--- config.mk ---
export PLATFORM = sky130hd
export DESIGN_NAME = armleocpu_prefetch_flat
export DESIGN_NICKNAME = d
export VERILOG_FILES = /design/src/rtl/armleocpu_prefetch_if.sv /design/src/rtl/armleocpu_prefetch.sv /design/src/flat_wrapper.sv
export SDC_FILE = /design/constraint.sdc
export NUM_CORES = 1
export LEC_CHECK = 0
export ABC_AREA = 0
export BUFFER_PORTS_ARGS = -buffer_cell sky130_fd_sc_hd__buf_4
export CAP_MARGIN = 20
export CORE_ASPECT_RATIO = 0.75
export CORE_UTILIZATION = 45
export DETAILED_ROUTE_END_ITERATION = 16
export GPL_TIMING_DRIVEN = 1
export PLACE_DENSITY = 0.7
export REMOVE_ABC_BUFFERS = 1
export SETUP_SLACK_MARGIN = 0.4
export SLEW_MARGIN = 20
export SYNTH_ARGS = -nofsm -noshare
export SYNTH_HDL_FRONTEND = slang
export SYNTH_SLANG_ARGS = --single-unit
--- constraint.sdc ---
create_clock -name clk -period 5 [get_ports clk]
set_input_delay 0.75 -clock clk [delete_from_list [all_inputs] [get_ports clk]]
set_output_delay 0.75 -clock clk [all_outputs]
set_load 0.005 [all_outputs]
--- src/rtl/armleocpu_prefetch_if.sv ---
// Fetch front-end bundle: instruction-cache port, fetch-to-execute queue head,
// execute/debug control back to fetch.
interface armleocpu_prefetch_if;
  logic [3:0]  c_cmd;
  logic [31:0] c_address;
  logic [3:0]  c_response;
  logic        c_reset_done;
  logic [31:0] c_load_data;

  logic        f2e_valid;
  logic        f2e_ready;
  logic [31:0] f2e_instr;
  logic [31:0] f2e_pc;
  logic        f2e_fault;
  logic [31:0] f2e_cause;

  logic        e2f_redirect;
  logic        e2f_flush;
  logic [31:0] e2f_target;

  logic        dbg_halt;
  logic        dbg_halted;
  logic        instret_incr;

  modport master (
    output c_cmd, c_address,
    input  c_response, c_reset_done, c_load_data,
    output f2e_valid, f2e_instr, f2e_pc, f2e_fault, f2e_cause,
    input  f2e_ready,
    input  e2f_redirect, e2f_flush, e2f_target,
    input  dbg_halt,
    output dbg_halted, instret_incr
  );

  modport slave (
    input  c_cmd, c_address,
    output c_response, c_reset_done, c_load_data,
    input  f2e_valid, f2e_instr, f2e_pc, f2e_fault, f2e_cause,
    output f2e_ready,
    output e2f_redirect, e2f_flush, e2f_target,
    output dbg_halt,
    input  dbg_halted, instret_incr
  );
endinterface

--- src/rtl/armleocpu_prefetch.sv ---
// Instruction prefetch: sequential PC prediction, one outstanding cache request,
// DEPTH-entry queue of {instr, pc, fault, cause} feeding execute.
//
// state       | meaning
// FETCH       | normal sequential fetching into the queue
// FLUSH_WAIT  | flush requested, draining the in-flight (dropped) request
// FLUSH_CMD   | FLUSH_ALL issued to the cache, waiting for DONE
module armleocpu_prefetch #(
  parameter logic [31:0] RESET_VECTOR = 32'h0000_2000,
  parameter int          DEPTH        = 4,
  parameter int          PTR_W        = $clog2(DEPTH)
) (
  input logic                  clk,
  input logic                  rst_n,
  armleocpu_prefetch_if.master bus
);

  localparam logic [3:0] CACHE_CMD_NONE      = 4'd0;
  localparam logic [3:0] CACHE_CMD_EXECUTE   = 4'd1;
  localparam logic [3:0] CACHE_CMD_FLUSH_ALL = 4'd4;

  localparam logic [3:0] CACHE_RESPONSE_DONE        = 4'd2;
  localparam logic [3:0] CACHE_RESPONSE_ACCESSFAULT = 4'd3;
  localparam logic [3:0] CACHE_RESPONSE_MISSALIGNED = 4'd4;
  localparam logic [3:0] CACHE_RESPONSE_PAGEFAULT   = 4'd5;

  localparam logic [31:0] EXCEPTION_CODE_INSTRUCTION_ADDRESS_MISSALIGNED = 32'd0;
  localparam logic [31:0] EXCEPTION_CODE_INSTRUCTION_ACCESS_FAULT        = 32'd1;
  localparam logic [31:0] EXCEPTION_CODE_INSTRUCTION_PAGE_FAULT          = 32'd12;
  localparam logic [31:0] INSTRUCTION_NOP                                = 32'h0000_0013;

  localparam logic [PTR_W:0] DEPTH_C = (PTR_W+1)'(DEPTH);

  typedef enum logic [1:0] {
    STATE_FETCH,
    STATE_FLUSH_WAIT,
    STATE_FLUSH_CMD
  } state_t;

  state_t           r_state;
  logic [31:0]      r_fetch_pc;
  logic [31:0]      r_req_pc;
  logic             r_inflight;
  logic             r_drop;
  logic             r_stopped;
  logic             r_flush_issued;
  logic [PTR_W-1:0] r_wptr;
  logic [PTR_W-1:0] r_rptr;
  logic [PTR_W:0]   r_count;

  logic [31:0] r_q_instr [DEPTH];
  logic [31:0] r_q_pc    [DEPTH];
  logic        r_q_fault [DEPTH];
  logic [31:0] r_q_cause [DEPTH];

  logic           w_terminal;
  logic           w_resp_fault;
  logic [31:0]    w_resp_cause;
  logic           w_resp_done;
  logic           w_kill;
  logic [PTR_W:0] w_occupancy;
  logic           w_issue;
  logic           w_flush_cmd;
  logic           w_push;
  logic           w_pop;
  logic           w_head_valid;
  logic           w_head_fault;

  always_comb begin
    w_terminal   = 1'b0;
    w_resp_fault = 1'b0;
    w_resp_cause = 32'd0;
    case (bus.c_response)
      CACHE_RESPONSE_DONE: w_terminal = 1'b1;
      CACHE_RESPONSE_ACCESSFAULT: begin
        w_terminal   = 1'b1;
        w_resp_fault = 1'b1;
        w_resp_cause = EXCEPTION_CODE_INSTRUCTION_ACCESS_FAULT;
      end
      CACHE_RESPONSE_MISSALIGNED: begin
        w_terminal   = 1'b1;
        w_resp_fault = 1'b1;
        w_resp_cause = EXCEPTION_CODE_INSTRUCTION_ADDRESS_MISSALIGNED;
      end
      CACHE_RESPONSE_PAGEFAULT: begin
        w_terminal   = 1'b1;
        w_resp_fault = 1'b1;
        w_resp_cause = EXCEPTION_CODE_INSTRUCTION_PAGE_FAULT;
      end
      default: ;
    endcase
  end

  assign w_resp_done = r_inflight && w_terminal;
  assign w_kill      = (r_state == STATE_FETCH) && (bus.e2f_redirect || bus.e2f_flush);
  // In-flight slot is reserved up front so a response can always be pushed.
  assign w_occupancy = r_count + {{PTR_W{1'b0}}, r_inflight};

  assign w_issue = rst_n && (r_state == STATE_FETCH) && bus.c_reset_done && !r_inflight
                && !r_stopped && !bus.dbg_halt && !bus.e2f_redirect && !bus.e2f_flush
                && (w_occupancy < DEPTH_C);
  assign w_flush_cmd = rst_n && (r_state == STATE_FLUSH_CMD) && !r_flush_issued
                    && bus.c_reset_done;

  assign w_push       = w_resp_done && !r_drop && (r_state == STATE_FETCH) && !w_kill;
  assign w_head_valid = (r_count != '0);
  assign w_head_fault = r_q_fault[r_rptr];
  assign w_pop        = rst_n && w_head_valid && bus.f2e_ready && !w_kill;

  assign bus.c_cmd     = w_issue     ? CACHE_CMD_EXECUTE   :
                         w_flush_cmd ? CACHE_CMD_FLUSH_ALL : CACHE_CMD_NONE;
  assign bus.c_address = r_fetch_pc;

  assign bus.f2e_valid    = w_head_valid;
  assign bus.f2e_pc       = r_q_pc[r_rptr];
  assign bus.f2e_fault    = w_head_valid && w_head_fault;
  assign bus.f2e_cause    = (w_head_valid && w_head_fault) ? r_q_cause[r_rptr] : 32'd0;
  assign bus.f2e_instr    = (w_head_valid && !w_head_fault) ? r_q_instr[r_rptr] : INSTRUCTION_NOP;
  assign bus.instret_incr = w_pop && !w_head_fault;
  assign bus.dbg_halted   = rst_n && bus.dbg_halt && !r_inflight && (r_state == STATE_FETCH);

  always_ff @(posedge clk) begin
    if (w_push) begin
      r_q_instr[r_wptr] <= bus.c_load_data;
      r_q_pc[r_wptr]    <= r_req_pc;
      r_q_fault[r_wptr] <= w_resp_fault;
      r_q_cause[r_wptr] <= w_resp_cause;
    end
  end

  always_ff @(posedge clk) begin
    if (!rst_n) begin
      r_state        <= STATE_FETCH;
      r_fetch_pc     <= RESET_VECTOR;
      r_req_pc       <= RESET_VECTOR;
      r_inflight     <= 1'b0;
      r_drop         <= 1'b0;
      r_stopped      <= 1'b0;
      r_flush_issued <= 1'b0;
      r_wptr         <= '0;
      r_rptr         <= '0;
      r_count        <= '0;
    end else begin
      if (w_issue) begin
        r_inflight <= 1'b1;
        r_req_pc   <= r_fetch_pc;
        r_fetch_pc <= r_fetch_pc + 32'd4;
      end
      if (w_resp_done) begin
        r_inflight <= 1'b0;
        r_drop     <= 1'b0;
      end
      if (w_push) begin
        r_wptr <= r_wptr + 1'b1;
        if (w_resp_fault)
          r_stopped <= 1'b1;
      end
      if (w_pop)
        r_rptr <= r_rptr + 1'b1;
      if (w_push && !w_pop)
        r_count <= r_count + 1'b1;
      else if (!w_push && w_pop)
        r_count <= r_count - 1'b1;

      case (r_state)
        STATE_FETCH: begin
          if (bus.e2f_flush || bus.e2f_redirect) begin
            r_fetch_pc <= bus.e2f_target;
            r_stopped  <= 1'b0;
            r_drop     <= r_inflight && !w_resp_done;
            r_wptr     <= '0;
            r_rptr     <= '0;
            r_count    <= '0;
            if (bus.e2f_flush) begin
              r_flush_issued <= 1'b0;
              r_state <= (r_inflight && !w_resp_done) ? STATE_FLUSH_WAIT : STATE_FLUSH_CMD;
            end
          end
        end
        STATE_FLUSH_WAIT: begin
          if (bus.e2f_flush || bus.e2f_redirect)
            r_fetch_pc <= bus.e2f_target;
          if (w_resp_done)
            r_state <= STATE_FLUSH_CMD;
        end
        STATE_FLUSH_CMD: begin
          if (bus.e2f_flush || bus.e2f_redirect)
            r_fetch_pc <= bus.e2f_target;
          if (w_flush_cmd)
            r_flush_issued <= 1'b1;
          else if (r_flush_issued && (bus.c_response == CACHE_RESPONSE_DONE))
            r_state <= STATE_FETCH;
        end
        default: r_state <= STATE_FETCH;
      endcase
    end
  end

endmodule

--- src/flat_wrapper.sv ---
// flat-port wrapper written by rule: the top's interface ports become plain ports
module armleocpu_prefetch_flat 
#(
  parameter logic [31:0] RESET_VECTOR = 32'h0000_2000,
  parameter int          DEPTH        = 4,
  parameter int          PTR_W        = $clog2(DEPTH)
)
  (clk, rst_n, bus_c_cmd, bus_c_address, bus_c_response, bus_c_reset_done, bus_c_load_data, bus_f2e_valid, bus_f2e_instr, bus_f2e_pc, bus_f2e_fault, bus_f2e_cause, bus_f2e_ready, bus_e2f_redirect, bus_e2f_flush, bus_e2f_target, bus_dbg_halt, bus_dbg_halted, bus_instret_incr);
  armleocpu_prefetch_if bus_i ();
  input logic clk;
  input logic rst_n;
  output wire logic [$bits(bus_i.c_cmd)-1:0] bus_c_cmd;
  output wire logic [$bits(bus_i.c_address)-1:0] bus_c_address;
  input wire logic [$bits(bus_i.c_response)-1:0] bus_c_response;
  input wire logic [$bits(bus_i.c_reset_done)-1:0] bus_c_reset_done;
  input wire logic [$bits(bus_i.c_load_data)-1:0] bus_c_load_data;
  output wire logic [$bits(bus_i.f2e_valid)-1:0] bus_f2e_valid;
  output wire logic [$bits(bus_i.f2e_instr)-1:0] bus_f2e_instr;
  output wire logic [$bits(bus_i.f2e_pc)-1:0] bus_f2e_pc;
  output wire logic [$bits(bus_i.f2e_fault)-1:0] bus_f2e_fault;
  output wire logic [$bits(bus_i.f2e_cause)-1:0] bus_f2e_cause;
  input wire logic [$bits(bus_i.f2e_ready)-1:0] bus_f2e_ready;
  input wire logic [$bits(bus_i.e2f_redirect)-1:0] bus_e2f_redirect;
  input wire logic [$bits(bus_i.e2f_flush)-1:0] bus_e2f_flush;
  input wire logic [$bits(bus_i.e2f_target)-1:0] bus_e2f_target;
  input wire logic [$bits(bus_i.dbg_halt)-1:0] bus_dbg_halt;
  output wire logic [$bits(bus_i.dbg_halted)-1:0] bus_dbg_halted;
  output wire logic [$bits(bus_i.instret_incr)-1:0] bus_instret_incr;
  assign bus_c_cmd = bus_i.c_cmd;
  assign bus_c_address = bus_i.c_address;
  assign bus_i.c_response = bus_c_response;
  assign bus_i.c_reset_done = bus_c_reset_done;
  assign bus_i.c_load_data = bus_c_load_data;
  assign bus_f2e_valid = bus_i.f2e_valid;
  assign bus_f2e_instr = bus_i.f2e_instr;
  assign bus_f2e_pc = bus_i.f2e_pc;
  assign bus_f2e_fault = bus_i.f2e_fault;
  assign bus_f2e_cause = bus_i.f2e_cause;
  assign bus_i.f2e_ready = bus_f2e_ready;
  assign bus_i.e2f_redirect = bus_e2f_redirect;
  assign bus_i.e2f_flush = bus_e2f_flush;
  assign bus_i.e2f_target = bus_e2f_target;
  assign bus_i.dbg_halt = bus_dbg_halt;
  assign bus_dbg_halted = bus_i.dbg_halted;
  assign bus_instret_incr = bus_i.instret_incr;
  armleocpu_prefetch #(.RESET_VECTOR(RESET_VECTOR), .DEPTH(DEPTH), .PTR_W(PTR_W)) u_core (.clk(clk), .rst_n(rst_n), .bus(bus_i));
endmodule
# == Yosys cells after proc, flatten, opt, wreduce, memory -nomap -nowiden ==
# Memory sizes are Yosys's and may differ from the RTL's. A register that Yosys moved wholly into a read port is not among the register bits.
# Cells that the tools add are included.
# op_classes
n_bitwise,1
n_addsub,6
order_cmp,1
eq_ne,12
reduce_logical,51
mux,44
# ops
op,count
$mux 32,5
$add 32x3->32 const B,1
$mux 2,16
$logic_and 1x1->1,29
$mux 3,5
$mux 1,14
$logic_not 1->1,12
$eq 4x2->1 const B,2
$eq 4x3->1 const B,2
$ne 2x2->1 const B,4
$pmux 4 s2,1
$pmux 2 s3,1
$reduce_or 3->1,2
$reduce_and 5->1,1
$add 2x1->2 const B,2
$mux 4,1
$ne 2x1->1 const B,2
$reduce_and 4->1,1
$reduce_or 4->1,1
$add 3x1->3,1
$add 3x1->3 const B,1
$lt 3x3->1 const B,1
$reduce_bool 3->1,1
$sub 3x1->3 const B,1
other kinds (8),8
# word_totals
inputBits,75
reg_bits,77
wordCells,129
output_inout_bits,136
mem_count,4
mem_bits_rw,276
# mem_list
memory,depth,width,rd,rd_clocked_by_memory_dff,wr,line_no,text
u_core.r_q_instr,4,32,1,1,1,armleocpu_prefetch.sv:51,logic [31:0] r_q_instr [DEPTH];
u_core.r_q_pc,4,32,1,1,1,armleocpu_prefetch.sv:52,logic [31:0] r_q_pc [DEPTH];
u_core.r_q_cause,4,4,1,1,1,armleocpu_prefetch.sv:54,logic [31:0] r_q_cause [DEPTH];
u_core.r_q_fault,4,1,1,1,1,armleocpu_prefetch.sv:53,logic r_q_fault [DEPTH];

# == Logic depth before layout (Yosys ltp) ==
# Gate-level depths: netlist of run 1.
# logic_depth
depth_word,13
mapped_depth,8
mapped_depth_nobuf,7

# == Least setup slack after synthesis of run 1 ==
# Ideal clock, no wire load.
# synth_path
path_kind,in2reg
startpoint,in bus_e2f_flush
endpoint,mem u_core.r_q_cause[0][0] (netlist name) (enable)
setup_slack_ps,1123
path_buffers,2
path_stages,5
required_ps,4568
arrival_time_ps,3445
path_cell_list,buf_2 -> or4_4 -> nor4_4 -> buf_6 -> and2_1
# synth_via
elab_chain_len,6
# synth_lines
element,line_no,text
from (decl),flat_wrapper.sv:24,input wire logic [$bits(bus_i.e2f_flush)-1:0] bus_e2f_flush;
$logic_or 1x1->1,armleocpu_prefetch.sv:95,assign w_kill = (r_state == STATE_FETCH) && (bus.e2f_redirect || bus.e2f_flush);
$logic_and 1x1->1,armleocpu_prefetch.sv:95,
$logic_not 1->1,armleocpu_prefetch.sv:105,assign w_push = w_resp_done && !r_drop && (r_state == STATE_FETCH) && !w_kill;
$logic_and 1x1->1,armleocpu_prefetch.sv:105,
$mux 1,armleocpu_prefetch.sv:123,if (w_push) begin
$mux 1 (not written as such),armleocpu_prefetch.sv:127,r_q_cause[r_wptr] <= w_resp_cause;
to (decl),armleocpu_prefetch.sv:54,
# No other way between the ends.

==> flow_summary.ini, run 1 <==
[finish]
post-route-util_pct = 55.0
drive_above_1_share_pct = 30.4
final_nets = 1150
diodes = 0
fillerInstances = 2435
areaGrowthSynthToFinish_pct = 20.1

[drt]
dr.pass1.iters = 5
drc = 0
dr.first_iter.drc_count = 670
wirelength_um = 31200
vias = 8047
wire_per_inst_um = 20.9
postRouteAntennaNets = 0
vias_per_cell = 5.40

[floorplanning]
dieArea_mm2 = 0.0315
core_mm2 = 0.0302
die_x_um = 205
core.rowCount = 55
start_util_pct = 45.8
num_io_pins = 211
die_y_um = 154

[synth]
async_flop_share_pct = 0
yosys.cell_types.count = 54
synth_area_per_cell_um2 = 15.5
synth_seq_cells = 345
ys_warn_count = 0
synth_area_mm2 = 0.0138
syn_inst = 894
synth-edff-count = 268
ys_seq_area_share_pct = 69.3
synth_ff_type = edfxtp_1

[global_route]
grt_pass1_vias = 7949
grt_max_degree = 68
grt_remaining_overflow = 0
track_usage_pct = 19.9
grt_pass1_wl_um = 47400
antenna_found_initial = 0

[worst_setup_path]
cp.required_ns = 4.25
path_max_fanout = 20
startpoint_type = flop
path_class = flop to output pin
crit_arrival_ns = 2.85
worst_setup_path_end_kind = output pin

[clock_tree]
clk_pin_slew_ns = 0.07
cts_tree = yes
cts_max_level = 1
ctsRootBufferMaster = clkbuf_16
postCtsSetupBuffers = 0
cts_hold_buf = 0
cts_resized = 0
clk_latency_ns = 0.58
cts_buffers = 31
ctsLongestPathBuffers = 3
clock_sinks = 345

[sta]
clock.fmax_mhz = 278
slew_viol_final = 0
hold_violations = 0
worst_pin_slew_ns = 1.10
min_period_over_period_pct = 72.0
rsz0062_at_grt = no
fin_skew_ns = 0.0131
setup_viol = 0
period_minus_slack_ns = 3.60
relSlewSlack_pct = 26.6
layout_setup_ws_ns = 1.40

[place]
port_buffers = 179
dp_slack_ns = 1.47
routabilityCongestion = 0.827
hpwl_um = 19800

[outcome]
status = completed

[power_and_ir_drop]
vdd_drop_max_mv = 0.239
power_mw = 5.93
p_per_area_mw_per_mm2 = 357
p_leak_nw = 5.47

[run]
maxCapViolations = 0

[hold_path]
hp-class = input pin to flop
-- kinds of logic (layout without fill, tap and decap cells) --
group	after synthesis	count (layout)	share of synthesized area [%]
buffers and inverters	96	264	3.67
DFF	345	345	69.3
other	1	31	0.0271
and+or+nand+nor	235	235	8.96
adders and majority gates	8	8	0.723
muxes	69	69	11.0
AOI/OAI and AO/OA	114	114	4.68
xor gates and xnor gates	26	26	1.64
-- cell usage after synthesis (2+ instances only) --
cell | number | share of area, %
and2_1 | 8 | 0.36
o21ai_0 | 32 | 1.2
nand2_1 | 92 | 2.5
nand3b_1 | 2 | 0.11
a211oi_1 | 4 | 0.22
a22o_1 | 2 | 0.13
nor4_2 | 3 | 0.27
nand3_1 | 9 | 0.33
nor2_1 | 25 | 0.68
xnor2_1 | 18 | 1.1
o211ai_1 | 2 | 0.11
nand2b_1 | 5 | 0.23
buf_1 | 5 | 0.14
ha_1 | 8 | 0.72
mux4_2 | 67 | 11
edfxtp_1 | 268 | 58
dfxtp_1 | 77 | 11
o31ai_1 | 2 | 0.11
or2_2 | 4 | 0.18
or3_1 | 5 | 0.23
a31oi_1 | 7 | 0.32
nor3_1 | 12 | 0.43
nand4_1 | 10 | 0.45
o21a_1 | 2 | 0.11
and4_1 | 5 | 0.32
buf_2 | 13 | 0.47
nor4_1 | 6 | 0.27
nand4b_1 | 2 | 0.13
o2bb2ai_1 | 3 | 0.19
nor2b_1 | 2 | 0.090
buf_4 | 33 | 1.8
mux2i_1 | 2 | 0.14
clkbuf_1 | 29 | 0.79
xor2_1 | 8 | 0.51
and3_1 | 37 | 1.7
inv_1 | 14 | 0.38
a21oi_1 | 54 | 2.0
-- worst max-delay path, stage by stage, from the launching register on --
cell and delay (ns):
dfxtp_4 0.62, mux4_2 0.66, inv_1 0.18, buf_4 0.24, nand2_1 0.12, or2_2 0.31
buf_4 0.14
-- per-stage QoR --
stage / std cells / instance area (um^2) / TNS [ns] / hold WS [ns]
after floorplan: 843 / 13500 / -0.238 / 0.455
after global placement: 1433 / 15500 / 0 / 0.471
after detailed placement: 1433 / 15500 / 0 / 0.475
after CTS: 1491 / 16600 / 0 / 0.354
after global routing: 1491 / 16600 / 0 / 0.357
final: 1491 / 16600 / 0 / 0.375
-- state kept, by name (all words and copies together), names as in the netlist --
name,flops
u_core.r_state,2
u_core.r_q_pc,128
u_core.r_count,3
u_core.r_flush_issued,1
u_core.r_req_pc,32
u_core.r_wptr,2
u_core.r_inflight,1
u_core.r_drop,1
u_core.r_q_cause,8
u_core.r_q_instr,128
u_core.r_rptr,2
u_core.r_stopped,1
u_core.bus.c_address,32
u_core.r_q_fault,4
-- per-layer routing --
layer / global-route usage [%] / wire, um
met3: 3.67 / 2220
met1: 29.7 / 14000
met4: 4.94 / 621
met5: 0 / 0
met2: 30.2 / 14400
-- worst paths after layout --
path	from	end	slack, ns	cells after the start
max	u_core.r_rptr[0]$_SDFF_PN0_	bus_f2e_instr[1]	1.40	6
min	bus_c_load_data[24]	u_core.r_q_instr[1][24]$_DFFE_PP_	0.37	1
max reg2reg	u_core.r_state[1]$_SDFFE_PN0P_	u_core.r_q_pc[3][7]$_DFFE_PP_	1.77	3
min reg2reg	u_core.bus.c_address[1]$_SDFFE_PN0P_	u_core.r_req_pc[1]$_SDFFE_PN0N_	0.48	2
-- report_power, final --
part           total (mW)  internal, mW  switching [mW]
Clock                2.60          1.56            1.04
Sequential           3.13          3.09          0.0462
Combinational       0.192        0.0929          0.0986
Total                5.93          4.74            1.19
-- area by class of cell --
cell class	instances	area (um^2)	share of cell area, %
flip-flops and latches	345	9600	57.7
multi-input cells	483	3900	23.4
repair buffers	191	1450	8.70
clock buffers	38	842	5.06
well taps	399	499	3.00
clock inverters	20	290	1.75
inverters	15	56.3	0.339
-- layout by cell type, fill, tap and decap left out, types with 18 or more instances in the layout --
cell type / Yosys / routed
a21oi_1: 54 / 54
and3_1: 37 / 37
buf_4: 33 / 190
clkbuf_16: 0 / 31
conb_1: 1 / 31
dfxtp_1: 77 / 75
edfxtp_1: 268 / 268
mux4_2: 67 / 67
nand2_1: 92 / 92
nor2_1: 25 / 25
o21ai_0: 32 / 32
xnor2_1: 18 / 18
Note: power is estimated with default switching activity, not from simulation.
==> run 2: changes to the inputs <==
ABC_AREA = 1   (was 0)
PLACE_DENSITY = 0.69   (was 0.7)
clock period = 3.6 ns   (was 5 ns; I/O delays follow)
==> flow_summary.ini, run 2 <==
[synth]
ys_warn_count = 0
synthMuxAreaShare_pct = 0
yosys.area_share.simple_pct = 13.8
syn_inst = 1370
synth.area.top_cells = edfxtp_1 56%, dfxtp_1 11%, nor2_1 7.1%, o21ai_0 6.9%, nand2_1 3.1%
synth-compound-area-share_pct = 12.0
ys_seq_area_share_pct = 66.4
synth_area_per_cell_um2 = 10.5
yosys.cell_types.count = 32
synth_fa_ha_area_share_pct = 0.693
synth_area_mm2 = 0.0144
async_flop_share_pct = 0
synth_xor_area_share_pct = 0.728
synth_seq_cells = 345
synth_top_area_cell = edfxtp_1
post-synth-top-count-cell = nor2_1
synth_top_area_share_pct = 55.7
synth-edff-count = 268
synth_top_family_by_area = simple AND/OR/NAND/NOR gates
synth_ff_type = edfxtp_1
synth_commonest_cells = 272 x nor2_1, 268 x edfxtp_1, 198 x o21ai_0, 121 x nand2_1, 93 x inv_1

[clock_tree]
cts_hold_buf = 0
ctsLongestPathBuffers = 3
cts_buffers = 35
clk_latency_ns = 0.53
clk_pin_slew_ns = 0.06
cts_tree = yes
cts_max_level = 2
clock_sinks = 345
ctsRootBufferMaster = clkbuf_16

[global_route]
grt_max_degree = 111
track_usage_pct = 22.0
grt_pass1_vias = 9885
grt_remaining_overflow = 0
antenna_found_initial = 0
grt_pass1_wl_um = 55800

[sta]
rsz0062_at_grt = no
fin_skew_ns = 0.0169
hold_violations = 0
layout_setup_ws_ns = 0.677
worst_pin_slew_ns = 0.849
slew_viol_final = 0
setup_viol = 0
clock.fmax_mhz = 342
period_minus_slack_ns = 2.92
relSlewSlack_pct = 42.8
min_period_over_period_pct = 81.2

[floorplanning]
num_io_pins = 211
dieArea_mm2 = 0.0328
die_y_um = 157
core_mm2 = 0.0314
start_util_pct = 46.0
core.rowCount = 56
die_x_um = 209

[hold_path]
hp-class = input pin to flop
hold_depth = 1
hold_end = u_core.r_q_instr[1][4]$_DFFE_PP_
hp-start = bus_c_load_data[4]

[worst_setup_path]
path_class = flop to output pin
crit_arrival_ns = 2.38
worst_setup_path_end_kind = output pin
reg2reg_slack_ns = 1.53
startpoint_type = flop
cp.required_ns = 3.06
reg2reg_depth = 10
timing.rr.start = u_core.bus.c_address[3]$_SDFF_PN0_
path_max_fanout = 29
r2r_end = u_core.bus.c_address[22]$_SDFF_PN0_

[finish]
final_cells = 1971
reg.largest.list = u_core.r_q_instr x128, u_core.r_q_pc x128
drive_above_1_share_pct = 18.7
post-route-util_pct = 55.3
layout_common_cells = 268 x nor2_1, 268 x edfxtp_1, 198 x o21ai_0
final_nets = 1621
diodes = 0
areaGrowthSynthToFinish_pct = 20.1
final_area_mm2 = 0.0174

[power_and_ir_drop]
vdd_drop_max_mv = 0.341
power_mw = 8.31
p_leak_nw = 6.47
p_per_area_mw_per_mm2 = 479

[drt]
dr.first_iter.drc_count = 879
postRouteAntennaNets = 0
vias = 10400
wirelength_um = 36300
wire_per_inst_um = 18.4
vias_per_cell = 5.28
drc = 0
dr.pass1.iters = 5

[place]
place_inst = 1905
routabilityCongestion = 0.864
port_buffers = 179
dp_slack_ns = 0.908
hpwl_um = 23200
placed_cell_area_mm2 = 0.0162

[run]
maxCapViolations = 0

[outcome]
status = completed
-- run 2: worst max-delay path by stage --
stage	from	endpoint
after floorplan	u_core.r_rptr[0]$_SDFF_PN0_	bus_f2e_instr[10]
after global placement	u_core.r_rptr[0]$_SDFF_PN0_	bus_f2e_instr[12]
after detailed placement	u_core.r_rptr[0]$_SDFF_PN0_	bus_f2e_instr[8]
after CTS	u_core.r_rptr[0]$_SDFF_PN0_	bus_f2e_instr[5]
after global routing	u_core.r_count[0]$_SDFF_PN0_	bus_f2e_instr[5]
final	u_core.r_rptr[0]$_SDFF_PN0_	bus_f2e_instr[8]
-- run 2: report_power, final --
| group | switching, mW | internal, mW |
|---|---|---|
| combinational | 0.178 | 0.138 |
| clock | 1.53 | 2.10 |
| sequential | 0.0633 | 4.30 |
-- run 2: cell families after synthesis --
logic type | count (synthesis)
adders and majority gates | 8
and+or+nand+nor | 476
other | 1
DFF | 345
buffers and inverters | 203
xor gates and xnor gates | 12
AOI/OAI and AO/OA | 325
-- run 2: cell type report --
class                      instances  area (um^2)
sequential                       345         9590
clock buffer                      47          951
timing repair buffer             203         1650
inverter                         101          382
tap                              406          508
multi-input combinational        852         4070
clock inverter                    17          204
fill                            2749        14000
-- run 2: timing repair --
item / CTS / global route
gates resized for setup: 0 / 0
endpoints found under the setup margin: 29 / 11
buffers inserted: 1 / 1
-- run 2: through the flow --
stage	hold WS, ns	setup TNS [ns]
global route	0.189	0
CTS	0.186	0
detailed placement	0.462	0
finish	0.209	0
floorplan	0.442	-331.30
global placement	0.455	0
-- run 2: worst max-delay path, stage by stage (launching register included) --
cell,delay (ns)
dfxtp_4,0.54
inv_4,0.18
nand2_1,0.10
nand3_1,0.06
nand2_1,0.11
inv_2,0.06
nor2_4,0.13
inv_2,0.23
a21oi_1,0.25
buf_4,0.14
-- run 2: layer usage --
layer,global-route usage [%],share of wire (%)
met2,32.6,43
met3,3.69,5.8
met4,5.60,1.7
met1,33.5,49
met5,0,0
==> run 3: changes to the inputs <==
ABC_AREA = 0   (was 1)
PLACE_DENSITY = 0.7   (was 0.69)
clock period = 2.9 ns   (was 3.6 ns; I/O delays follow)
==> flow_summary.ini, run 3 (synthesized netlist as in run 1, its figures left out) <==
[outcome]
status = completed

[sta]
clock.fmax_mhz = 381
layout_setup_ws_ns = 0.279
setup_viol = 0
fin_skew_ns = 0.0138
timing.hold.ws_ns = 0.128
min_period_over_period_pct = 90.4
slew_viol_final = 0
hold_violations = 0
worst_pin_slew_ns = 0.681
period_minus_slack_ns = 2.62
rsz0062_at_grt = yes
relSlewSlack_pct = 54.2
tns_ns = 0

[place]
placed_cell_area_mm2 = 0.0157
routabilityCongestion = 0.783
place_inst = 1453
port_buffers = 179
dp_slack_ns = 0.409
hpwl_um = 21000

[finish]
layout_commonest_cell = edfxtp_1
layout_common_cells = 268 x edfxtp_1, 203 x buf_4, 91 x nand2_1
diodes = 0
reg.largest.list = u_core.r_q_instr x128, u_core.r_q_pc x128
final_cells = 1528
fillerInstances = 2380
ff_latch_area_mm2 = 0.00960
areaGrowthSynthToFinish_pct = 23.2
drive_above_1_share_pct = 32.8
final_area_mm2 = 0.0171
multiInputGateArea_mm2 = 0.00396
final_nets = 1187

[clock_tree]
cts_tree = yes
clk_pin_slew_ns = 0.06
cts_hold_buf = 0
ctsRootBufferMaster = clkbuf_16
clk_latency_ns = 0.51
ctsLongestPathBuffers = 3
cts_max_level = 2
cts_buffers = 34
clock_sinks = 345

[floorplanning]
core.rowCount = 55
die_x_um = 205
die_y_um = 154
dieArea_mm2 = 0.0315
start_util_pct = 45.8
num_io_pins = 211
core_mm2 = 0.0302

[worst_setup_path]
slowest_delay_ns = 0.55
worst_path_max_delay_cell = mux4_2
worst_setup_path_end_kind = output pin
startpoint_type = flop
path_max_fanout = 6
cp_common_cell = buf_6
cp.required_ns = 2.47
path_class = flop to output pin
crit_arrival_ns = 2.19
reg2reg_depth = 4
crit_chain = mux4_2 -> clkinvlp_4 -> buf_6 -> buf_6 -> and3_4 -> buf_6

[drt]
met1_length_um = 14800
wirelength_um = 32500
postRouteAntennaNets = 0
top_layer_used = met4
routed-wl-met2_um = 14900
vias = 8334
wl_met3_um = 2180
dr.first_iter.drc_count = 777
vias_per_cell = 5.45
dr.pass1.iters = 5
wire_per_inst_um = 21.2
drc = 0

[power_and_ir_drop]
p_leak_nw = 5.64
power_frac_clock_pct = 41.9
vdd_drop_max_mv = 0.309
internal-power_mw = 7.89
seqPwrFrac_pct = 54.4
p_sw_share_pct = 20.4
p_comb_share_pct = 3.7
switchingPower_mw = 2.02
p_per_area_mw_per_mm2 = 581

[hold_path]
hp-class = input pin to flop
hold_depth = 1

[global_route]
grt_remaining_overflow = 0
grt_pass1_vias = 8000
grt_pass1_wl_um = 48300
antenna_found_initial = 0
track_usage_pct = 20.5
grt_max_degree = 68

[run]
maxCapViolations = 0
## run 3: timing repair
item / in CTS / in global routing
resized for setup: 25 / 3
buffers inserted: 5 / 4
endpoints found under the hold margin: 0 / 0
pin swaps: 1 / 1
gates cloned: 2 / 3
setup endpoints to repair: 70 / 91
## run 3: final cells by class
cell class,count,area share (%)
Clock buffer,49,5.62
Clock inverter,12,0.513
Inverter,15,0.374
Multi-Input combinational cell,483,23.2
Sequential cell,345,56.3
Tap cell,399,2.93
Timing Repair Buffer,225,11.1
## run 3: power by group through the flow
stage	clock, mW	sequential [mW]	combinational [mW]
finish	4.16	5.39	0.368
CTS	4.25	5.39	0.367
global route	4.44	5.39	0.398
global placement	0	5.49	0.358
floorplan	0	5.48	0.119
detailed placement	0	5.49	0.364
## run 3: worst max-delay path, delay by kind of cell, from the launching register on
kind	cells	cell delay, ns
buf+inv	4	0.57
flops	1	0.38
mux	1	0.55
simple gates	1	0.18
## run 3: path summary, 6_finish.rpt
kind,startpoint,slack [ns],to
max,u_core.r_rptr[0]$_SDFF_PN0_,0.28,bus_f2e_instr[12]
min,bus_c_load_data[6],0.13,u_core.r_q_instr[2][6]$_DFFE_PP_
max reg2reg,u_core.r_state[0]$_SDFFE_PN0P_,0.50,u_core.r_q_instr[0][13]$_DFFE_PP_
min reg2reg,u_core.bus.c_address[0]$_SDFFE_PN0P_,0.48,u_core.r_req_pc[0]$_SDFFE_PN0N_
## run 3: routing by layer
layer	vias to the layer above	global-route usage, %
li1	3786	-
met1	4197	30.9
met2	303	30.6
met3	48	3.58
met4	0	5.61
met5	-	0
## run 3: metrics by stage
stage / power (mW) / util (%)
6_report: 9.91 / 56.5
5_1_grt: 10.2 / 56.5
4_1_cts: 10.0 / 56.2
3_5_place_dp: 5.86 / 52.1
3_3_place_gp: 5.85 / 52.1
2_1_floorplan: 5.60 / -
